--- src/rtl/result_mux_pipe_if.sv ---
// Channel-select / round-robin request bus and the 2-deep result stream it feeds.
interface result_mux_pipe_if #(
    parameter int unsigned WIDTH  = 32,
    parameter int unsigned NUM_IN = 16,
    parameter int unsigned SEL_W  = 4
) ();
    logic [NUM_IN*WIDTH-1:0] in_data;
    logic                    mode;
    logic [SEL_W-1:0]        sel;
    logic                    in_valid;
    logic [NUM_IN-1:0]       req;
    logic                    in_ready;
    logic [NUM_IN-1:0]       gnt;
    logic [WIDTH-1:0]        out_data;
    logic [SEL_W-1:0]        out_ch;
    logic [1:0]              out_flags;
    logic                    out_valid;
    logic                    out_ready;

    modport master (
        output in_data, mode, sel, in_valid, req, out_ready,
        input  in_ready, gnt, out_data, out_ch, out_flags, out_valid
    );

    modport slave (
        input  in_data, mode, sel, in_valid, req, out_ready,
        output in_ready, gnt, out_data, out_ch, out_flags, out_valid
    );
endinterface

--- src/rtl/result_mux_pipe.sv ---
// Selects one input channel (direct index or round-robin) and buffers
// {data, channel, flags} in a 2-entry output FIFO whose head drives out_*.
module result_mux_pipe #(
    parameter int unsigned WIDTH  = 32,
    parameter int unsigned NUM_IN = 16,
    parameter int unsigned SEL_W  = 4
) (
    input logic clk,
    input logic rst,
    result_mux_pipe_if.slave bus
);
    logic [1:0]        count;
    logic [SEL_W-1:0]  rr_ptr;
    logic [WIDTH-1:0]  tail_data;
    logic [SEL_W-1:0]  tail_ch;
    logic [1:0]        tail_flags;

    logic              hi_found, lo_found;
    logic [SEL_W-1:0]  hi_idx, lo_idx, rr_idx, acc_idx, rr_ptr_nxt;
    logic [WIDTH-1:0]  acc_data;
    logic [1:0]        acc_flags;
    logic [NUM_IN-1:0] gnt_nxt;
    logic              accept, rr_acc, pop;

    assign bus.in_ready = (count < 2'd2);

    // Lowest requesting channel at/above rr_ptr, falling back to lowest overall (wrap).
    always_comb begin
        hi_found = 1'b0;
        lo_found = 1'b0;
        hi_idx   = '0;
        lo_idx   = '0;
        for (int k = NUM_IN - 1; k >= 0; k--) begin
            if (bus.req[k]) begin
                if (SEL_W'(k) >= rr_ptr) begin
                    hi_found = 1'b1;
                    hi_idx   = SEL_W'(k);
                end
                lo_found = 1'b1;
                lo_idx   = SEL_W'(k);
            end
        end
        rr_idx = hi_found ? hi_idx : lo_idx;
    end

    assign acc_idx    = bus.mode ? rr_idx : bus.sel;
    assign accept     = bus.in_ready && (bus.mode ? lo_found : bus.in_valid);
    assign rr_acc     = accept && bus.mode;
    assign pop        = bus.out_valid && bus.out_ready;
    assign rr_ptr_nxt = (rr_idx == SEL_W'(NUM_IN - 1)) ? '0 : rr_idx + SEL_W'(1);

    // Shared channel mux; indices past NUM_IN read as zero.
    always_comb begin
        acc_data = '0;
        gnt_nxt  = '0;
        for (int k = 0; k < NUM_IN; k++) begin
            if (acc_idx == SEL_W'(k)) begin
                acc_data   = bus.in_data[k*WIDTH +: WIDTH];
                gnt_nxt[k] = 1'b1;
            end
        end
        acc_flags = {acc_data[WIDTH-1], acc_data == '0};
    end

    // Head register is the visible output; tail only holds the second entry.
    always_ff @(posedge clk or posedge rst) begin
        if (rst) begin
            count         <= '0;
            rr_ptr        <= '0;
            bus.gnt       <= '0;
            bus.out_data  <= '0;
            bus.out_ch    <= '0;
            bus.out_flags <= '0;
            bus.out_valid <= 1'b0;
            tail_data     <= '0;
            tail_ch       <= '0;
            tail_flags    <= '0;
        end else begin
            bus.gnt <= rr_acc ? gnt_nxt : '0;
            if (rr_acc) rr_ptr <= rr_ptr_nxt;
            case (count)
                2'd0: begin
                    if (accept) begin
                        bus.out_data  <= acc_data;
                        bus.out_ch    <= acc_idx;
                        bus.out_flags <= acc_flags;
                        bus.out_valid <= 1'b1;
                        count         <= 2'd1;
                    end
                end
                2'd1: begin
                    if (accept && pop) begin
                        bus.out_data  <= acc_data;
                        bus.out_ch    <= acc_idx;
                        bus.out_flags <= acc_flags;
                    end else if (accept) begin
                        tail_data  <= acc_data;
                        tail_ch    <= acc_idx;
                        tail_flags <= acc_flags;
                        count      <= 2'd2;
                    end else if (pop) begin
                        bus.out_valid <= 1'b0;
                        count         <= 2'd0;
                    end
                end
                2'd2: begin
                    if (pop) begin
                        bus.out_data  <= tail_data;
                        bus.out_ch    <= tail_ch;
                        bus.out_flags <= tail_flags;
                        count         <= 2'd1;
                    end
                end
                default: begin
                    bus.out_valid <= 1'b0;
                    count         <= 2'd0;
                end
            endcase
        end
    end
endmodule

--- src/flat_wrapper.sv ---
// flat-port wrapper written by rule: the top's interface ports become plain ports
module result_mux_pipe_flat 
#(
    parameter int unsigned WIDTH  = 32,
    parameter int unsigned NUM_IN = 16,
    parameter int unsigned SEL_W  = 4
)
  (clk, rst, bus_in_data, bus_mode, bus_sel, bus_in_valid, bus_req, bus_out_ready, bus_in_ready, bus_gnt, bus_out_data, bus_out_ch, bus_out_flags, bus_out_valid);
  result_mux_pipe_if #(.WIDTH(WIDTH), .NUM_IN(NUM_IN), .SEL_W(SEL_W)) bus_i ();
  input logic clk;
  input logic rst;
  input wire logic [$bits(bus_i.in_data)-1:0] bus_in_data;
  input wire logic [$bits(bus_i.mode)-1:0] bus_mode;
  input wire logic [$bits(bus_i.sel)-1:0] bus_sel;
  input wire logic [$bits(bus_i.in_valid)-1:0] bus_in_valid;
  input wire logic [$bits(bus_i.req)-1:0] bus_req;
  input wire logic [$bits(bus_i.out_ready)-1:0] bus_out_ready;
  output wire logic [$bits(bus_i.in_ready)-1:0] bus_in_ready;
  output wire logic [$bits(bus_i.gnt)-1:0] bus_gnt;
  output wire logic [$bits(bus_i.out_data)-1:0] bus_out_data;
  output wire logic [$bits(bus_i.out_ch)-1:0] bus_out_ch;
  output wire logic [$bits(bus_i.out_flags)-1:0] bus_out_flags;
  output wire logic [$bits(bus_i.out_valid)-1:0] bus_out_valid;
  assign bus_i.in_data = bus_in_data;
  assign bus_i.mode = bus_mode;
  assign bus_i.sel = bus_sel;
  assign bus_i.in_valid = bus_in_valid;
  assign bus_i.req = bus_req;
  assign bus_i.out_ready = bus_out_ready;
  assign bus_in_ready = bus_i.in_ready;
  assign bus_gnt = bus_i.gnt;
  assign bus_out_data = bus_i.out_data;
  assign bus_out_ch = bus_i.out_ch;
  assign bus_out_flags = bus_i.out_flags;
  assign bus_out_valid = bus_i.out_valid;
  result_mux_pipe #(.WIDTH(WIDTH), .NUM_IN(NUM_IN), .SEL_W(SEL_W)) u_core (.clk(clk), .rst(rst), .bus(bus_i));
endmodule
--- config.mk ---
export PLATFORM = sky130hd
export DESIGN_NAME = result_mux_pipe_flat
export DESIGN_NICKNAME = d
export VERILOG_FILES = /design/src/rtl/result_mux_pipe_if.sv /design/src/rtl/result_mux_pipe.sv /design/src/flat_wrapper.sv
export SDC_FILE = /design/constraint.sdc
export NUM_CORES = 1
export LEC_CHECK = 0
export CORE_AREA = 2 2 228 230
export CTS_BUF_LIST = sky130_fd_sc_hd__clkbuf_16
export DETAILED_ROUTE_END_ITERATION = 7
export DIE_AREA = 0 0 230 232
export PLACE_DENSITY = 0.58
export SYNTH_ARGS = -nofsm -noshare
export SYNTH_HDL_FRONTEND = slang
export SYNTH_SLANG_ARGS = --single-unit
--- constraint.sdc ---
create_clock -name clk -period 6.6 [get_ports clk]
set_clock_uncertainty 0.15 [all_clocks]
set_input_delay 1.32 -clock clk [delete_from_list [all_inputs] [get_ports clk]]
set_output_delay 1.32 -clock clk [all_outputs]
set_load 0.1 [all_outputs]
[Yosys cells after proc, flatten, opt, wreduce, memory -nomap -nowiden]
Cells that the tools add are included.
W data, S select, Z words.
Word-level totals
  word-level logic and storage cells: 223
  output and inout bits: 56
  bits of input ports: 537
  register bits after elaboration: 99
Cells by class
  multiplexer cells: 156
  bitwise logic cells: 2
  eq/ne operators: 25
  reduce and logical (&&, ||, !) cells: 12
  add/sub/neg operators: 1
  order comparisons: 17
Operators by type and width (count)
  $mux W32: 19
  $mux W4: 54
  $pmux W32 S3: 1
  $mux W1: 69
  $eq A4 B4 Y1 const B: 9
  $ge A4 B4 Y1 const A: 8
  $logic_not A32 Y1: 1
  $eq A4 B3 Y1 const B: 4
  $ge A3 B4 Y1 const A: 4
  $mux W16: 1
  $mux W2: 8
  $pmux W2 S3: 2
  $pmux W4 S3: 1
  $eq A4 B2 Y1 const B: 2
  $ge A1 B4 Y1 const A: 2
  $ge A2 B4 Y1 const A: 2
  $ne A2 B1 Y1 const B: 4
  $reduce_and A4 Y1: 2
  $reduce_and A5 Y1: 1
  $add A4 B1 Y4 const B: 1
  $eq A4 B1 Y1 const B: 1
  $logic_and A1 B1 Y1: 4
  $logic_not A4 Y1: 1
  $ne A2 B2 Y1 const B: 2
  other kinds (9): 10

[Logic depth before layout (Yosys ltp)]
  depth after elaboration: 55
  mapped depth: 20
  mapped depth without buffers: 14

[Least setup slack after synthesis]
Ideal clock, no wire load.
  path type: in2reg
  start: input port bus_req[7]
  end: register u_core.bus.out_flags[0]
  path slack: 1.765 ns
  required time: 6.370 ns
  arrival time: 4.605 ns
  stages: 16
  path buffers: 3
  cells stage by stage: and4b_1 or2_1 nand4_1 or3_1 o211ai_2 buf_4 buf_6 clkbuf_1 mux2i_1 o2bb2ai_1 a221oi_1 a31oi_1 nor4b_1 nand3_1 nor4_1 a2bb2oi_1
Between the ends
  cells in the longest elaborated chain, start to end: 37
  elaborated cells between the ends (all ways): 90
  classes of those cells: 17 x eq/ne; 68 x mux; 5 x reduce/logical
RTL lines
  start, declared: line flat_wrapper.sv:16  | input wire logic [$bits(bus_i.req)-1:0] bus_req;
  $mux W4 / $mux W1 (equally long branches): line result_mux_pipe.sv:34  | if (bus.req[k]) begin
  $mux W4 / $mux W1 (equally long branches): line result_mux_pipe.sv:35  | if (SEL_W'(k) >= rr_ptr) begin
  $mux W4 / $mux W1 (equally long branches): line result_mux_pipe.sv:34
  $mux W4 / $mux W1 (equally long branches): line result_mux_pipe.sv:35
  $mux W4 / $mux W1 (equally long branches): line result_mux_pipe.sv:34
  $mux W4 / $mux W1 (equally long branches): line result_mux_pipe.sv:35
  $mux W4 / $mux W1 (equally long branches): line result_mux_pipe.sv:34
  $mux W4 / $mux W1 (equally long branches): line result_mux_pipe.sv:35
  (+6 left out)
  $mux W4 / $mux W1 (equally long branches): line result_mux_pipe.sv:34
  $mux W4: line result_mux_pipe.sv:43  | rr_idx = hi_found ? hi_idx : lo_idx;
  $mux W4: line result_mux_pipe.sv:46  | assign acc_idx = bus.mode ? rr_idx : bus.sel;
  $logic_not A4 Y1: line result_mux_pipe.sv:57  | if (acc_idx == SEL_W'(k)) begin
  $mux W32 (16 in series): line result_mux_pipe.sv:57
  $logic_not A32 Y1: line result_mux_pipe.sv:62  | acc_flags = {acc_data[WIDTH-1], acc_data == '0};
  $mux W2 (on tied branches): line result_mux_pipe.sv:92, result_mux_pipe.sv:83
  $pmux W2 S3: line result_mux_pipe.sv:81  | case (count)
  end signal, assigned: line result_mux_pipe.sv:86  | bus.out_flags <= acc_flags;
  end signal, assigned: line result_mux_pipe.sv:95  | bus.out_flags <= acc_flags;
  end signal, assigned: line result_mux_pipe.sv:110  | bus.out_flags <= tail_flags;
  end, declared: line result_mux_pipe_if.sv:27  | output in_ready, gnt, out_data, out_ch, out_flags, out_valid
Parallel ways exist; a longest one is shown, timed or not. The select of a mux whose other input is x is not followed.
A chain may end at the register's enable or synchronous reset.

[Worst setup path after layout]
  start: input port bus_req[4]
  end: register u_core.tail_flags[0]
Between the ends
  cells in the longest elaborated chain, start to end: 29
  elaborated cells between the ends (all ways): 68
  classes of those cells: 15 x eq/ne; 47 x mux; 1 x bitwise; 5 x reduce/logical
RTL lines
  $mux W4 / $mux W1 (equally long branches): line result_mux_pipe.sv:34
  $mux W4 / $mux W1 (equally long branches): line result_mux_pipe.sv:35
  $mux W4 / $mux W1 (equally long branches): line result_mux_pipe.sv:34
  $mux W4 / $mux W1 (equally long branches): line result_mux_pipe.sv:35
  $mux W4 / $mux W1 (equally long branches): line result_mux_pipe.sv:34
  $mux W4 / $mux W1 (equally long branches): line result_mux_pipe.sv:35
  $mux W4 / $mux W1 (equally long branches): line result_mux_pipe.sv:34
  $mux W4 / $mux W1 (equally long branches): line result_mux_pipe.sv:35
  $mux W4 / $mux W1 (equally long branches): line result_mux_pipe.sv:34
  $mux W4: line result_mux_pipe.sv:43
  $mux W4: line result_mux_pipe.sv:46
  $logic_not A4 Y1: line result_mux_pipe.sv:57
  $mux W32 (16 in series): line result_mux_pipe.sv:57
  $logic_not A32 Y1: line result_mux_pipe.sv:62
  end signal, assigned: line result_mux_pipe.sv:99  | tail_flags <= acc_flags;
  end, declared: line result_mux_pipe.sv:16  | logic [1:0] tail_flags;
Parallel ways exist; a longest one is shown, timed or not.

==> flow_summary.json <==
{
  "drtIter0Drc": 1138,
  "final_nets": 2487,
  "synthMuxAreaShare_pct": 9.226,
  "initial_utilization_pct": 18.81,
  "status": "finished, final reports clean",
  "holdWs_ns": 0.3282,
  "synth_edf_count": 0,
  "grt.total_usage_pct": 29.19,
  "first_global_vias": 14160,
  "postPlaceCellArea_um2": 17110,
  "synth_area_leaders": "dfrtp_1 (25%), nand2_1 (11%), mux2i_1 (8.1%)",
  "min_period_ns": 6.158,
  "grt_setup_unrepaired": "no",
  "synth_area_um2": 9574,
  "cts_setup_buffers": 0,
  "numCtsBuffers": 9,
  "wl_mm": 80.84,
  "power_mw": 7.007,
  "post-route-util_pct": 34.35,
  "design.portCount": 593,
  "startpoint": "bus_req[4]",
  "synth-simple-area-share_pct": 23.41,
  "path_depth": 15,
  "cts-resized-gates": 0,
  "ff2ff_setup_slack_ns": 1.14,
  "max_slew_margin_pct": 23.41,
  "endpoint_kind": "flop",
  "antenna_found_initial": 25,
  "cts_tree": "done",
  "p_leak_nw": 7.082,
  "globalplace.congestion": 0.9107,
  "cts-htree-levels": 3,
  "path_buf_inv": 2,
  "powerDensity_nw_per_um2": 400.9,
  "dp_hpwl_mm": 67.12,
  "via_per_inst": 5.210,
  "critPathSlowestCell": "o21ai_0",
  "io_buffer_count": 592,
  "grt_overflow": 0,
  "wire_per_inst_um": 30.48,
  "synth_flop_cell": "dfrtp_1",
  "insertion_delay_ns": 0.35,
  "fmax_ghz": 0.1624,
  "crit_chain": "clkdlybuf4s50_1 -> nor4_1 -> o21ai_1 -> a211o_1 -> o211ai_1 -> a31o_2 -> nand2_2 -> buf_4 -> o22ai_1 -> nor3_1 -> o21ai_0 -> and4bb_1 -> nand4_1 -> nor4_1 -> a21o_1",
  "finalCritPeriodShare_pct": 93.31,
  "ys_seq_area_share_pct": 25.35,
  "syn_inst": 1312,
  "synth_fa_ha_area_share_pct": 0.1307,
  "ir_drop_mv": 0.2592,
  "die_w_um": 230,
  "synth-compound-area-share_pct": 35.59,
  "area_growth_pct": 82.58,
  "cp-endpoint": "u_core.tail_flags[0]$_DFFE_PP0P_",
  "setup-violations-final": 0,
  "vias": 13820,
  "grt_start_max_net_pins": 75,
  "yosysMostFrequentCell": "nand2_1",
  "ys_types": 89,
  "path_clk_slew_ns": 0.07,
  "regToRegStartpoint": "u_core.rr_ptr[1]$_DFFE_PP0P_",
  "clock_path_buffers": 2,
  "cpMostUsedCell": "nor4_1",
  "ys_top_cells_by_count": "nand2_1 (285), o21ai_0 (114), dfrtp_1 (97), a21oi_1 (95)",
  "min_delay_path_depth": 2,
  "hold_class": "flop to flop",
  "core_um2": 50890,
  "die_area_um2": 53360,
  "yosysTopAreaCell": "dfrtp_1",
  "synth_top_area_share_pct": 25.35,
  "synthXorXnorAreaFrac_pct": 0.09148,
  "ys_warn_count": 0,
  "cts_sinks": 97,
  "rows": 83,
  "avgSynthCellArea_um2": 7.297,
  "cp_top_family": "compound AO/OA/AOI/OAI gates",
  "final_cells": 2652,
  "die_y_um": 232,
  "maxCapViolations": 0,
  "grt_pass1_wl_mm": 110.0,
  "worstMarginPinSlew_ns": 1.145,
  "drc": 0,
  "detail-route-antenna-nets": 0,
  "fin_tns_setup_ns": 0,
  "synth_top_family_by_area": "compound AO/OA/AOI/OAI gates",
  "layout-drive-gt1-share_pct": 11.21,
  "drv_slew": 0,
  "placed_cells": 2618,
  "ys_ff_latch": 97,
  "setup_ws_ns": 0.4416,
  "r2r_cells": 19,
  "dp_slack_ns": 0.1829,
  "critPathMaxFanout": 13,
  "cts-root-buf": "clkbuf_16",
  "syn_nets": 1850,
  "crit_path_max_incr_delay_ns": 0.84,
  "critPathKind": "input port to flop",
  "worstPathRequired_ns": 6.70,
  "r2r-end": "u_core.bus.out_flags[0]$_DFFE_PP0P_",
  "cp.arrival_ns": 6.26,
  "stdcell_area_um2": 17480,
  "cts_hold_buf": 0,
  "cp-start-kind": "input port",
  "hold_viol_final": 0,
  "synthArstFlopShare_pct": 100.0,
  "dr.pass1.iters": 6
}
## report_power, final
| part | internal (mW) | leakage [nW] | switching [mW] | total, mW |
|---|---|---|---|---|
| registers | 0.827 | 1.24 | 0.192 | 1.02 |
| logic | 1.83 | 5.68 | 3.56 | 5.39 |
| clock network | 0.336 | 0.157 | 0.263 | 0.600 |
| total | 3.00 | 7.08 | 4.01 | 7.01 |
## routing by layer
layer	vias up	GRT usage, %	wire length [µm]
met5	-	0	89
met4	14	7.923	1858
met3	104	5.538	5767
met2	722	49.65	38730
met1	6752	37.63	34390
li1	6226	-	-
## registers in the layout (all words and copies together), names as in the netlist
signal,count
u_core.tail_data,31
u_core.rr_ptr,4
u_core.tail_flags,2
u_core.bus.out_data,31
u_core.tail_ch,4
u_core.bus.out_flags,2
u_core.count,2
u_core.bus.out_valid,1
u_core.bus.gnt,16
u_core.bus.out_ch,4
## cell type report
type                       count  area (µm²)
fill                        5373       33410
timing repair buffer         739        7127
multi-input combinational   1090        6659
sequential                    97        2427
tap                          680       850.8
clock buffer                   9       225.2
clock inverter                 7       98.84
inverter                      12       47.55
antenna                       18       45.04
## worst min path at each step
stage	from	end
floorplan	u_core.tail_ch[1]$_DFFE_PP0P_	u_core.tail_ch[1]$_DFFE_PP0P_
global placement	u_core.tail_flags[1]$_DFFE_PP0P_	u_core.tail_flags[1]$_DFFE_PP0P_
detailed placement	u_core.tail_data[20]$_DFFE_PP0P_	u_core.tail_data[20]$_DFFE_PP0P_
CTS	u_core.tail_data[20]$_DFFE_PP0P_	u_core.tail_data[20]$_DFFE_PP0P_
global route	u_core.tail_data[3]$_DFFE_PP0P_	u_core.tail_data[3]$_DFFE_PP0P_
finish	u_core.tail_data[11]$_DFFE_PP0P_	u_core.tail_data[11]$_DFFE_PP0P_
## cells by family after synthesis
| logic type | Yosys count |
|---|---|
| muxes | 87 |
| xor gates and xnor gates | 1 |
| buffers and inverters | 125 |
| and+or+nand+nor | 499 |
| DFF | 97 |
| AOI/OAI and AO/OA | 502 |
| adders and majority gates | 1 |
## worst register-to-register path, stage by stage (launching register included)
cell       delay, ns
dfrtp_1         0.75
a21boi_0        0.23
o21ai_1         0.38
nand4_1         0.21
buf_4           0.21
nor3_1          0.25
a21oi_2         0.24
o21ai_4         0.16
buf_4           0.40
nand3_1         0.24
buf_4           0.27
o221ai_1        0.55
buf_4           0.22
a22o_1          0.11
a31oi_1         0.08
nor3b_1         0.24
nand4_1         0.12
buf_4           0.18
nor4_1          0.20
a2bb2oi_1       0.19
## cells in the final DEF (no fill, tap or decap), drive strengths merged, types with 22 or more instances in the layout
cell           Yosys  final
clkdlybuf4s50      0    591
nand2            287    287
buf               54    148
o21ai            128    128
dfrtp             97     97
a21oi             97     97
nor2              79     79
mux2i             77     77
o22ai             41     41
nand3             32     32
a31oi             29     29
nor3              28     28
o221ai            22     22
No activity file was read; power rests on OpenSTA's default activity.
